[src/rtl/edge_delay_pkg.sv]
// Shared types and default sizing for the edge_delay_timer slice.
// Holds the FSM state encoding and the default counter/synchroniser widths.
package edge_delay_pkg;

    typedef enum logic [1:0] {
        IDLE  = 2'd0,
        COUNT = 2'd1,
        FIRE  = 2'd2
    } edge_delay_state_t;

    localparam int EDGE_DELAY_CNT_W       = 8;
    localparam int EDGE_DELAY_SYNC_STAGES = 2;

endpackage

[src/rtl/sync_chain.sv]
// Multi-flop synchroniser built from sync-reset d_ff-style stages.
// Stage 0 captures the raw input; q is the last stage.
module sync_chain #(
    parameter int STAGES = 2
) (
    input  logic CLK,
    input  logic res,
    input  logic d,
    output logic q
);

    logic [STAGES-1:0] r_s;

    always_ff @(posedge CLK) begin
        if (res) begin
            r_s <= '0;
        end else begin
            r_s <= {r_s[STAGES-2:0], d};
        end
    end

    assign q = r_s[STAGES-1];

endmodule

[src/rtl/edge_delay_timer.sv]
// Synchronises D, detects rising edges and emits a one-cycle Q pulse `delay` cycles later.
// Define EDGE_DELAY_RETRIGGER_EN to let edges while busy restart timing instead of setting overrun.
import edge_delay_pkg::*;

module edge_delay_timer #(
    parameter int CNT_W       = EDGE_DELAY_CNT_W,
    parameter int SYNC_STAGES = EDGE_DELAY_SYNC_STAGES
) (
    input  logic             CLK,
    input  logic             res,
    input  logic             D,
    input  logic [CNT_W-1:0] delay,
    output logic             Q,
    output logic             busy,
    output logic             overrun
);

    localparam logic [CNT_W-1:0] L_CNT_ONE = {{(CNT_W-1){1'b0}}, 1'b1};

    logic              w_sync;
    logic              r_prev;
    logic              w_edge;
    logic              w_delayZero;
    edge_delay_state_t r_state;
    edge_delay_state_t w_stateNext;
    logic [CNT_W-1:0]  r_cnt;
    logic [CNT_W-1:0]  w_cntNext;
`ifndef EDGE_DELAY_RETRIGGER_EN
    logic              r_overrun;
    logic              w_overrunSet;
`endif

    sync_chain #(
        .STAGES (SYNC_STAGES)
    ) u_sync_chain (
        .CLK (CLK),
        .res (res),
        .d   (D),
        .q   (w_sync)
    );

    assign w_edge      = w_sync & ~r_prev;
    assign w_delayZero = (delay == '0);

    always_ff @(posedge CLK) begin
        if (res) begin
            r_state <= IDLE;
            r_cnt   <= '0;
            r_prev  <= 1'b0;
        end else begin
            r_state <= w_stateNext;
            r_cnt   <= w_cntNext;
            r_prev  <= w_sync;
        end
    end

    always_comb begin
        w_stateNext = r_state;
        w_cntNext   = r_cnt;
`ifndef EDGE_DELAY_RETRIGGER_EN
        w_overrunSet = 1'b0;
`endif
        case (r_state)
            IDLE: begin
                if (w_edge) begin
                    if (w_delayZero) begin
                        w_stateNext = FIRE;
                    end else begin
                        w_stateNext = COUNT;
                        w_cntNext   = delay;
                    end
                end
            end
            COUNT: begin
                // Stop at 1 rather than decrementing further, so cnt never underflows.
                if (r_cnt == L_CNT_ONE) begin
                    w_stateNext = FIRE;
                end else begin
                    w_cntNext = r_cnt - L_CNT_ONE;
                end
`ifdef EDGE_DELAY_RETRIGGER_EN
                if (w_edge) begin
                    if (w_delayZero) begin
                        w_stateNext = FIRE;
                    end else begin
                        w_stateNext = COUNT;
                        w_cntNext   = delay;
                    end
                end
`else
                w_overrunSet = w_edge;
`endif
            end
            FIRE: begin
                w_stateNext = IDLE;
`ifdef EDGE_DELAY_RETRIGGER_EN
                if (w_edge) begin
                    if (w_delayZero) begin
                        w_stateNext = FIRE;
                    end else begin
                        w_stateNext = COUNT;
                        w_cntNext   = delay;
                    end
                end
`else
                w_overrunSet = w_edge;
`endif
            end
            default: begin
                w_stateNext = IDLE;
            end
        endcase
    end

`ifdef EDGE_DELAY_RETRIGGER_EN
    assign overrun = 1'b0;
`else
    // Sticky drop flag; only reset clears it.
    always_ff @(posedge CLK) begin
        if (res) begin
            r_overrun <= 1'b0;
        end else if (w_overrunSet) begin
            r_overrun <= 1'b1;
        end
    end

    assign overrun = r_overrun;
`endif

    assign Q    = (r_state == FIRE);
    assign busy = (r_state != IDLE);

endmodule

[config.mk]
export PLATFORM = sky130hd
export DESIGN_NAME = edge_delay_timer
export DESIGN_NICKNAME = d
export VERILOG_FILES = /design/src/rtl/edge_delay_pkg.sv /design/src/rtl/sync_chain.sv /design/src/rtl/edge_delay_timer.sv
export SDC_FILE = /design/constraint.sdc
export NUM_CORES = 1
export LEC_CHECK = 0
export CAP_MARGIN = 40
export CORE_AREA = 2 2 55 44
export CTS_CLUSTER_DIAMETER = 120
export DETAILED_ROUTE_END_ITERATION = 10
export DIE_AREA = 0 0 57 46
export PLACE_DENSITY = 0.72
export SETUP_SLACK_MARGIN = 0.2
export SYNTH_ARGS = -nofsm -noshare
export SYNTH_HDL_FRONTEND = slang
export SYNTH_SLANG_ARGS = --single-unit
[constraint.sdc]
create_clock -name CLK -period 1.61 [get_ports CLK]
set_input_delay 0.322 -clock CLK [delete_from_list [all_inputs] [get_ports CLK]]
set_output_delay 0.322 -clock CLK [all_outputs]
set_load 0.02 [all_outputs]
### After elaboration in Yosys (flattened, before gate mapping)

Cells that the tools add are included.
W data, S select, Z words.

* muxes and demuxes: 9
* reductions and logical operators: 7
* add/subtract/negate cells: 1
* bitwise gates (word level): 2
* equality and inequality tests: 7

Operators by type and width (count)
* $mux W8: 3
* $pmux W8 S2: 1
* $eq A8 B1 Y1 const B: 1
* $logic_not A8 Y1: 1
* $ne A2 B2 Y1 const B: 4
* $sub A8 B1 Y8 const B: 1
* $mux W2: 3
* $pmux W2 S2: 1
* $reduce_and A4 Y1: 1
* $reduce_bool A2 Y1: 2
* $eq A2 B1 Y1 const B: 1
* $eq A2 B2 Y1 const B: 1
* $logic_not A2 Y1: 1
* $reduce_and A2 Y1: 1
* $reduce_or A2 Y1: 1
* $and A1 B1 Y1: 1
* $mux W1: 1
* $not A1 Y1: 1

* output and inout port bits: 3
* flip-flop bits (word level): 14
* input port bits: 11
* word-level logic and storage cells: 31

### Longest topological paths before layout

Gate-level depths: netlist (run 1).

* word-level depth: 4
* gate-level depth with buffers: 7
* gate-level depth less buffers: 6

### Cells and area by module

A second synthesis (run 1) with hierarchy kept.

* cells, all modules: 97
* area, all modules: 812.0 µm²

By module, submodules not included
* edge_delay_timer: sequential area each 240.2 µm², area each 759.5 µm², instances 1, cells each 93
* sync_chain: sequential area each 40.0 µm², area each 52.6 µm², instances 1, cells each 4

### Worst setup path before layout (run 1)

No wires, ideal clock.

* path kind: flip-flop to flip-flop
* start: register r_cnt[1]
* end: register r_cnt[0]
* slack: 0.038 ns
* path buffers: 0
* cell stages (with the launch flop): 7
* data arrival time: 1.485 ns
* setup time: 0.086 ns
* clock period less this slack: 1.572 ns
* required time: 1.524 ns
* path through: dfxtp_1 -> inv_1 -> ha_1 -> nor4b_1 -> and3_2 -> a211o_2 -> a221oi_2

* cells in the longest elaborated chain, start to end: 3

Ends and longest elaborated chain
* start: declaration: line edge_delay_timer.sv:26 `logic [CNT_W-1:0] r_cnt;`
* start signal: assignment: line edge_delay_timer.sv:52 `r_cnt <= w_cntNext;`
* $eq A8 B1 Y1: line edge_delay_timer.sv:76 `if (r_cnt == L_CNT_ONE) begin`
* $ne A2 B2 Y1 (no source line)
* $reduce_and A4 Y1 (no source line)

Every way passes these cells.
A chain may end at the register's enable or synchronous reset.

### Worst setup path in the final report (run 1)

* start: input delay[2]
* end: register r_cnt[1]

* cells in the longest elaborated chain, start to end: 3

Ends and longest elaborated chain
* start: declaration: line edge_delay_timer.sv:12 `input logic [CNT_W-1:0] delay,`
* $logic_not A8 Y1: line edge_delay_timer.sv:43 `assign w_delayZero = (delay == '0);`
* $ne A2 B2 Y1 (no source line)
* $reduce_and A4 Y1 (no source line)

Every way passes these cells.

==> results of run 1 <==
## area by class of cell
class                   instances  area share
clock buffers                   4      0.0237
inverters                      11      0.0310
multi-input cells              79       0.501
flip-flops and latches         14       0.186
well taps                      25      0.0204
repair buffers                 44       0.238
## metrics by stage
| step | total power (W) | cells |
|---|---|---|
| final | 0.00142 | 177 |
| after global routing | 0.00148 | 177 |
| after CTS | 0.00130 | 175 |
| after detailed placement | 0.000954 | 166 |
| after global placement | 0.000938 | 166 |
| after floorplan | 0.000745 | 110 |
## cell usage after synthesis, drive strengths merged
library cell | count | area share
dfxtp | 14 | 0.30
a21oi | 13 | 0.073
inv | 11 | 0.044
nand2 | 7 | 0.028
nor2b | 6 | 0.040
o32ai | 6 | 0.071
a211oi | 5 | 0.040
ha | 5 | 0.066
nor2 | 5 | 0.020
a31oi | 4 | 0.026
buf | 4 | 0.033
nor3 | 4 | 0.026
a21o | 3 | 0.032
and3 | 2 | 0.015
clkbuf | 2 | 0.0079
nand2b | 2 | 0.013
nor4b | 2 | 0.019
o21ai | 2 | 0.015
or4 | 2 | 0.024
a211o | 1 | 0.011
a221oi | 1 | 0.016
a31o | 1 | 0.0093
a32o | 1 | 0.011
a32oi | 1 | 0.0093
and4 | 1 | 0.0093
mux2 | 1 | 0.012
mux2i | 1 | 0.011
nor3b | 1 | 0.0079
o2111ai | 1 | 0.0093
o211ai | 1 | 0.0079
## per-layer routing
layer	share of wire	vias up
met5	0	-
met4	0.011	0
met1	0.43	510
met2	0.48	39
li1	-	495
met3	0.072	6
## flip-flops by register name (all words and copies together), names as in the netlist
| name | flops |
|---|---|
| r_cnt | 8 |
| overrun | 1 |
| r_prev | 1 |
| u_sync_chain.r_s | 2 |
| r_state | 2 |
## worst max-delay path: cells and delay by family
kind / cells / cell delay (ps)
mux: 1 / 230
simple gates: 1 / 570
compound gates: 2 / 380
buf+inv: 2 / 260
## final timing paths
kind / endpoint / start
hold / removal: r_cnt[5] / delay[5]
setup / recovery: r_cnt[1] / delay[2]
hold reg to reg: u_sync_chain.r_s[1] / u_sync_chain.r_s[0]
setup reg to reg: r_state[0] / r_cnt[1]
## power groups by stage
stage,sequential (W),combinational [W],clock (W)
global route,0.000436,0.000771,0.000278
detailed placement,0.000422,0.000532,0
CTS,0.000427,0.000608,0.000265
finish,0.000431,0.000728,0.000258
global placement,0.000420,0.000518,0
floorplan,0.000421,0.000325,0
## what timing repair did
action | in CTS | in global routing
pin swaps | 8 | 11
setup endpoints to repair | 13 | 12
setup buffers | 5 | 2
resized for setup | 61 | 25
## cells by family (layout without fill, tap and decap cells)
kind of cell	after synthesis	count (layout)	synth area share
buffers and inverters	17	59	0.0846
AND/OR/NAND/NOR	32	32	0.201
adder cells (fa/ha/maj)	5	5	0.0661
multiplexers	2	2	0.0225
AO/OA/AOI/OAI	40	40	0.329
flip-flops	14	14	0.296
## cell usage in the layout, fill, tap and decap left out, types with 3 or more instances in the layout
cell       n
buf_4     25
inv_1      6
clkbuf_4   3
buf_2      5
dfxtp_1   10
nand2_1    7
inv_2      3
a31oi_1    3
nor2b_1    4
nor2_1     5
a21oi_1   11
ha_4       4
nor3_1     3
o32ai_2    5
a211oi_2   4
dfxtp_2    4
buf_6      7
==> reports/metrics.cfg, run 1 <==
[placed_design]
dpl_cell_area_um2 = 1260
port_buffers = 13
place.gp.congestion = 0.838
dpl.hpwl_um = 1970
pre_cts_ws_ps = -463

[synth]
syn_inst = 110
synth.avg_cell_area_um2 = 8.60
ys_types = 38
synth_nets = 126
yosys_warnings = 0
synth_area_um2 = 946
synth-seq-area-share = 0.296
ys_ff_latch = 14

[clocking]
insertion_delay_ps = 280
cts.sinks = 14
clock-root-buffer = clkbuf_4
cts_tree = yes
cts-buffers-inserted = 3
cts_hold_buf = 0
cts_buffer_depth = 2
htreeDepth = 1
path_clk_slew_ps = 90

[floorplan]
die_h_um = 46
coreArea_um2 = 2140
die_area_um2 = 2620
die_x_um = 57
start_util = 0.442
num_rows = 15
io_pins = 14

[power_and_ir_drop]
power_frac_comb = 0.514
leakage_nw = 0.616
p_seq_frac = 0.304
p_int_w = 0.000892
pwr-share-clk = 0.182
p_sw_frac = 0.370
ir_drop_v = 0.000613
p_sw_w = 0.000525
p_per_area_nw_per_um2 = 925

[cells_and_area]
finalNetCount = 169
fillCellCount = 163
seqCellArea_um2 = 285
final_util = 0.716
n_antenna_cell = 0
multiInputGateArea_um2 = 767
fin_area_um2 = 1530
area_delta_synth_final_pct = 61.9
drive_gt1_frac = 0.546

[route]
drt_first_pass_iters = 4
drt-initial-drc-count = 35
num_vias = 1050
wl_um = 3110
drc = 0
wl_per_cell_um = 17.5
via_per_inst = 5.93
antenna_left = 0

[global_route]
grt_max_degree = 15
antenna_found_initial = 0
track_usage = 0.239
top_usage_layer = met2
grt_overflow = 0
grt_pass1_wl_um = 4770
grtUsageMet2 = 0.398
use_met3 = 0.0625
use_met1 = 0.312
grt_pass1_vias = 997

[timing]
hold_viol = 0
max_slew.worst_pin.slew_ps = 399
rsz0062_at_grt = yes
slew_headroom = 0.733
finalSetupTns_ps = 0
finalCriticalPeriod_ps = 1570
fmax_mhz = 638
holdWs_ps = 421
fin_crit_sh = 0.974
slew_violations = 0
setup_ws_ps = 42.3
clock_skew_ps = 2.40
setup_viol = 0

[critical_path]
end_kind = register
cp.required_ps = 1810
cp_cell_sequence = buf_2, or4_4, o21ai_4, buf_6, a21o_4, mux2i_1
crit_fanout = 6
cp.arrival_ps = 1770
cp-start-kind = input pin
crit_type = in -> reg
slowest_delay_ps = 570
r2r_slack_ps = 60
slowest_stage = or4_4
reg2reg_depth = 7

[outcome]
outcome = finished, final reports clean

[hold_path]
hold_path.class = in -> reg
whs_path_depth = 3

[job]
max_cap_violations = 0

No activity file was read; power rests on OpenSTA's default activity.
==> run 2: changes to the inputs <==
--- a/config.mk
+++ b/config.mk
@@ -5,9 +5,9 @@
 export SDC_FILE = /design/constraint.sdc
 export NUM_CORES = 1
 export LEC_CHECK = 0
-export CAP_MARGIN = 40
 export CORE_AREA = 2 2 55 44
 export CTS_CLUSTER_DIAMETER = 120
+export CTS_CLUSTER_SIZE = 16
 export DETAILED_ROUTE_END_ITERATION = 10
 export DIE_AREA = 0 0 57 46
 export PLACE_DENSITY = 0.72
==> results of run 2 <==
The final DEF is identical to that of run 1; final timing and power are the same.
==> run 3: changes to the inputs <==
--- a/config.mk
+++ b/config.mk
@@ -5,13 +5,13 @@
 export SDC_FILE = /design/constraint.sdc
 export NUM_CORES = 1
 export LEC_CHECK = 0
-export CORE_AREA = 2 2 55 44
+export CORE_AREA = 2 2 64 51
 export CTS_CLUSTER_DIAMETER = 120
 export CTS_CLUSTER_SIZE = 16
 export DETAILED_ROUTE_END_ITERATION = 10
-export DIE_AREA = 0 0 57 46
-export PLACE_DENSITY = 0.72
+export DIE_AREA = 0 0 66 53
 export SETUP_SLACK_MARGIN = 0.2
+export SLEW_MARGIN = 40
 export SYNTH_ARGS = -nofsm -noshare
 export SYNTH_HDL_FRONTEND = slang
 export SYNTH_SLANG_ARGS = --single-unit
==> run 3 against run 2 <==
  * Global-route usage is 5.9 points lower
  * Clock skew is 3.7 ps higher
  * Cell area is 2.1% lower
  * Clock power is 35% higher
  * Core utilization is 19 points lower
  * Critical path depth stayed put
  * Register-to-register slack better by 40 ps
  * Non-clock buffer count is 4 lower
  * Largest cell class unchanged
==> reports/metrics.cfg, run 3 (synthesis results as in run 1) <==
[clocking]
path_clk_slew_ps = 60  ; was 90 ps
cts_buffer_depth = 2  ; unchanged
cts-buffers-inserted = 3  ; unchanged
clock-root-buffer = clkbuf_8  ; was clkbuf_4
insertion_delay_ps = 250  ; was 280 ps
htreeDepth = 1  ; unchanged
cts_hold_buf = 0  ; unchanged
cts.sinks = 14  ; unchanged
cts_tree = yes  ; unchanged

[critical_path]
slowest_delay_ps = 560  ; was 570 ps
path_common_cell = buf_6
crit_start = delay[7]  ; was delay[2]
cp_cell_sequence = buf_6, or4_4, o21ai_4, buf_6, a21o_4, mux2i_1  ; was buf_2, or4_4, o21ai_4, buf_6, a21o_4, mux2i_1
cp-start-kind = input pin  ; unchanged
path_delay_family = simple AND/OR/NAND/NOR gates  ; unchanged
cp.required_ps = 1790  ; was 1810 ps
slowest_stage = or4_4  ; unchanged
worstReg2RegStart = r_cnt[1]  ; unchanged
crit_type = in -> reg  ; unchanged
cp.arrival_ps = 1710  ; was 1770 ps
end_kind = register  ; unchanged
r2r_slack_ps = 100  ; was 60 ps
crit_fanout = 6  ; unchanged
reg2reg_depth = 6  ; was 7
cp.buffers_inverters = 2  ; unchanged
rr_endpoint = r_cnt[1]  ; was r_state[0]

[hold_path]
hp-start = delay[4]  ; was delay[5]
hold_path.class = in -> reg  ; unchanged
hold_path_end = r_cnt[4]  ; was r_cnt[5]
whs_path_depth = 3  ; unchanged

[floorplan]
start_util = 0.332  ; was 0.442
die_x_um = 66  ; was 57 um
die_h_um = 53  ; was 46 um
num_rows = 17  ; was 15
io_pins = 14  ; unchanged
die_area_um2 = 3500  ; was 2620 um2
coreArea_um2 = 2850  ; was 2140 um2

[cells_and_area]
largest_reg_flops = 8  ; unchanged
drive_gt1_frac = 0.514  ; was 0.546
fillCellCount = 272  ; was 163
n_antenna_cell = 0  ; unchanged
area_delta_synth_final_pct = 58.5  ; was 61.9%
largest_register = r_cnt  ; unchanged
final_cell_mix = buf_4 (22), a21oi_1 (11), dfxtp_1 (11), inv_1 (8)  ; was buf_4 (25), a21oi_1 (11), dfxtp_1 (10), nand2_1 (7), buf_6 (7)
final_util = 0.526  ; was 0.716
finalNetCount = 165  ; was 169
final_common_cell = buf_4  ; unchanged
top_regs = r_cnt (8), r_state (2), u_sync_chain.r_s (2)  ; unchanged

[placed_design]
port_buffers = 13  ; unchanged
dpl.hpwl_um = 1930  ; was 1970 um
pre_cts_ws_ps = -488  ; was -463 ps
place.gp.congestion = 0.863  ; was 0.838

[timing]
max_slew.worst_pin.slew_ps = 361  ; was 399 ps
fin_crit_sh = 0.950  ; was 0.974
slew_headroom = 0.758  ; was 0.733
slew_violations = 0  ; unchanged
rsz0062_at_grt = yes  ; unchanged
setup_viol = 0  ; unchanged
clock_skew_ps = 6.09  ; was 2.40 ps
finalCriticalPeriod_ps = 1530  ; was 1570 ps
hold_viol = 0  ; unchanged
fmax_mhz = 654  ; was 638 MHz
setup_ws_ps = 80.3  ; was 42.3 ps
holdWs_ps = 451  ; was 421 ps

[route]
num_vias = 1033  ; was 1050
drt-initial-drc-count = 58  ; was 35
via_per_inst = 5.55  ; was 5.93
drt_first_pass_iters = 4  ; unchanged
wl_um = 3000  ; was 3110 um
wl_per_cell_um = 16.1  ; was 17.5 um
drc = 0  ; unchanged
antenna_left = 0  ; unchanged

[global_route]
grt_overflow = 0  ; unchanged
grt_max_degree = 14  ; was 15
grt_pass1_wl_um = 4730  ; was 4770 um
track_usage = 0.181  ; was 0.239
grt_pass1_vias = 1029  ; was 997
antenna_found_initial = 0  ; unchanged

[job]
max_cap_violations = 0  ; unchanged

[power_and_ir_drop]
ir_drop_v = 0.000433  ; was 0.000613 V
leakage_nw = 0.595  ; was 0.616 nW
p_per_area_nw_per_um2 = 953  ; was 925 nW/um2

[outcome]
outcome = finished, final reports clean  ; unchanged

## run 3: area by class of cell
type                    instances  area [um2]  area share
clock buffers                   4        55.1      0.0367
inverters                      11        41.3      0.0275
multi-input cells              79         752       0.502
flip-flops and latches         14         287       0.191
well taps                      38        47.5      0.0317
repair buffers                 40         317       0.211
## run 3: worst max-delay path by stage
stage,end,slack (ps),cells past startpoint
after floorplan,r_cnt[1],70,5
after global placement,r_cnt[1],-430,6
after detailed placement,r_cnt[1],-490,6
after CTS,r_cnt[1],120,6
after global routing,r_cnt[1],10,6
final,r_cnt[1],80,6
## run 3: timing repair
item | in CTS | in global routing
cloned | 1 | 0
endpoints found under the setup margin | 13 | 12
buffers inserted | 4 | 1
gates resized for setup | 65 | 12
pin swaps | 11 | 7
## run 3: layer usage
metal	up-vias	track usage	wire length, um
li1	490	-	-
met1	500	0.235	1320
met2	34	0.293	1480
met3	9	0.0255	130
met4	0	0.0952	63
met5	-	0	0
## run 3: stage by stage
stage          TNS (ps)  cells  instance area, um2  total power, W
2_1_floorplan         0    110                 953        0.000745
3_3_place_gp      -3670    176                1250        0.000919
3_5_place_dp      -3960    176                1250        0.000925
4_1_cts               0    185                1410         0.00135
5_1_grt               0    186                1500         0.00152
6_report              0    186                1500         0.00143
## run 3: tightest hold or removal path: stages
cell     delay (ps)
buf_2           110
a21oi_1         130
o32ai_1          80
## run 3: where the power goes
part	switching (W)	internal [W]	total, W
clock network	0.000132	0.000217	0.000349
registers	0.0000420	0.000387	0.000429
logic	0.000336	0.000314	0.000650
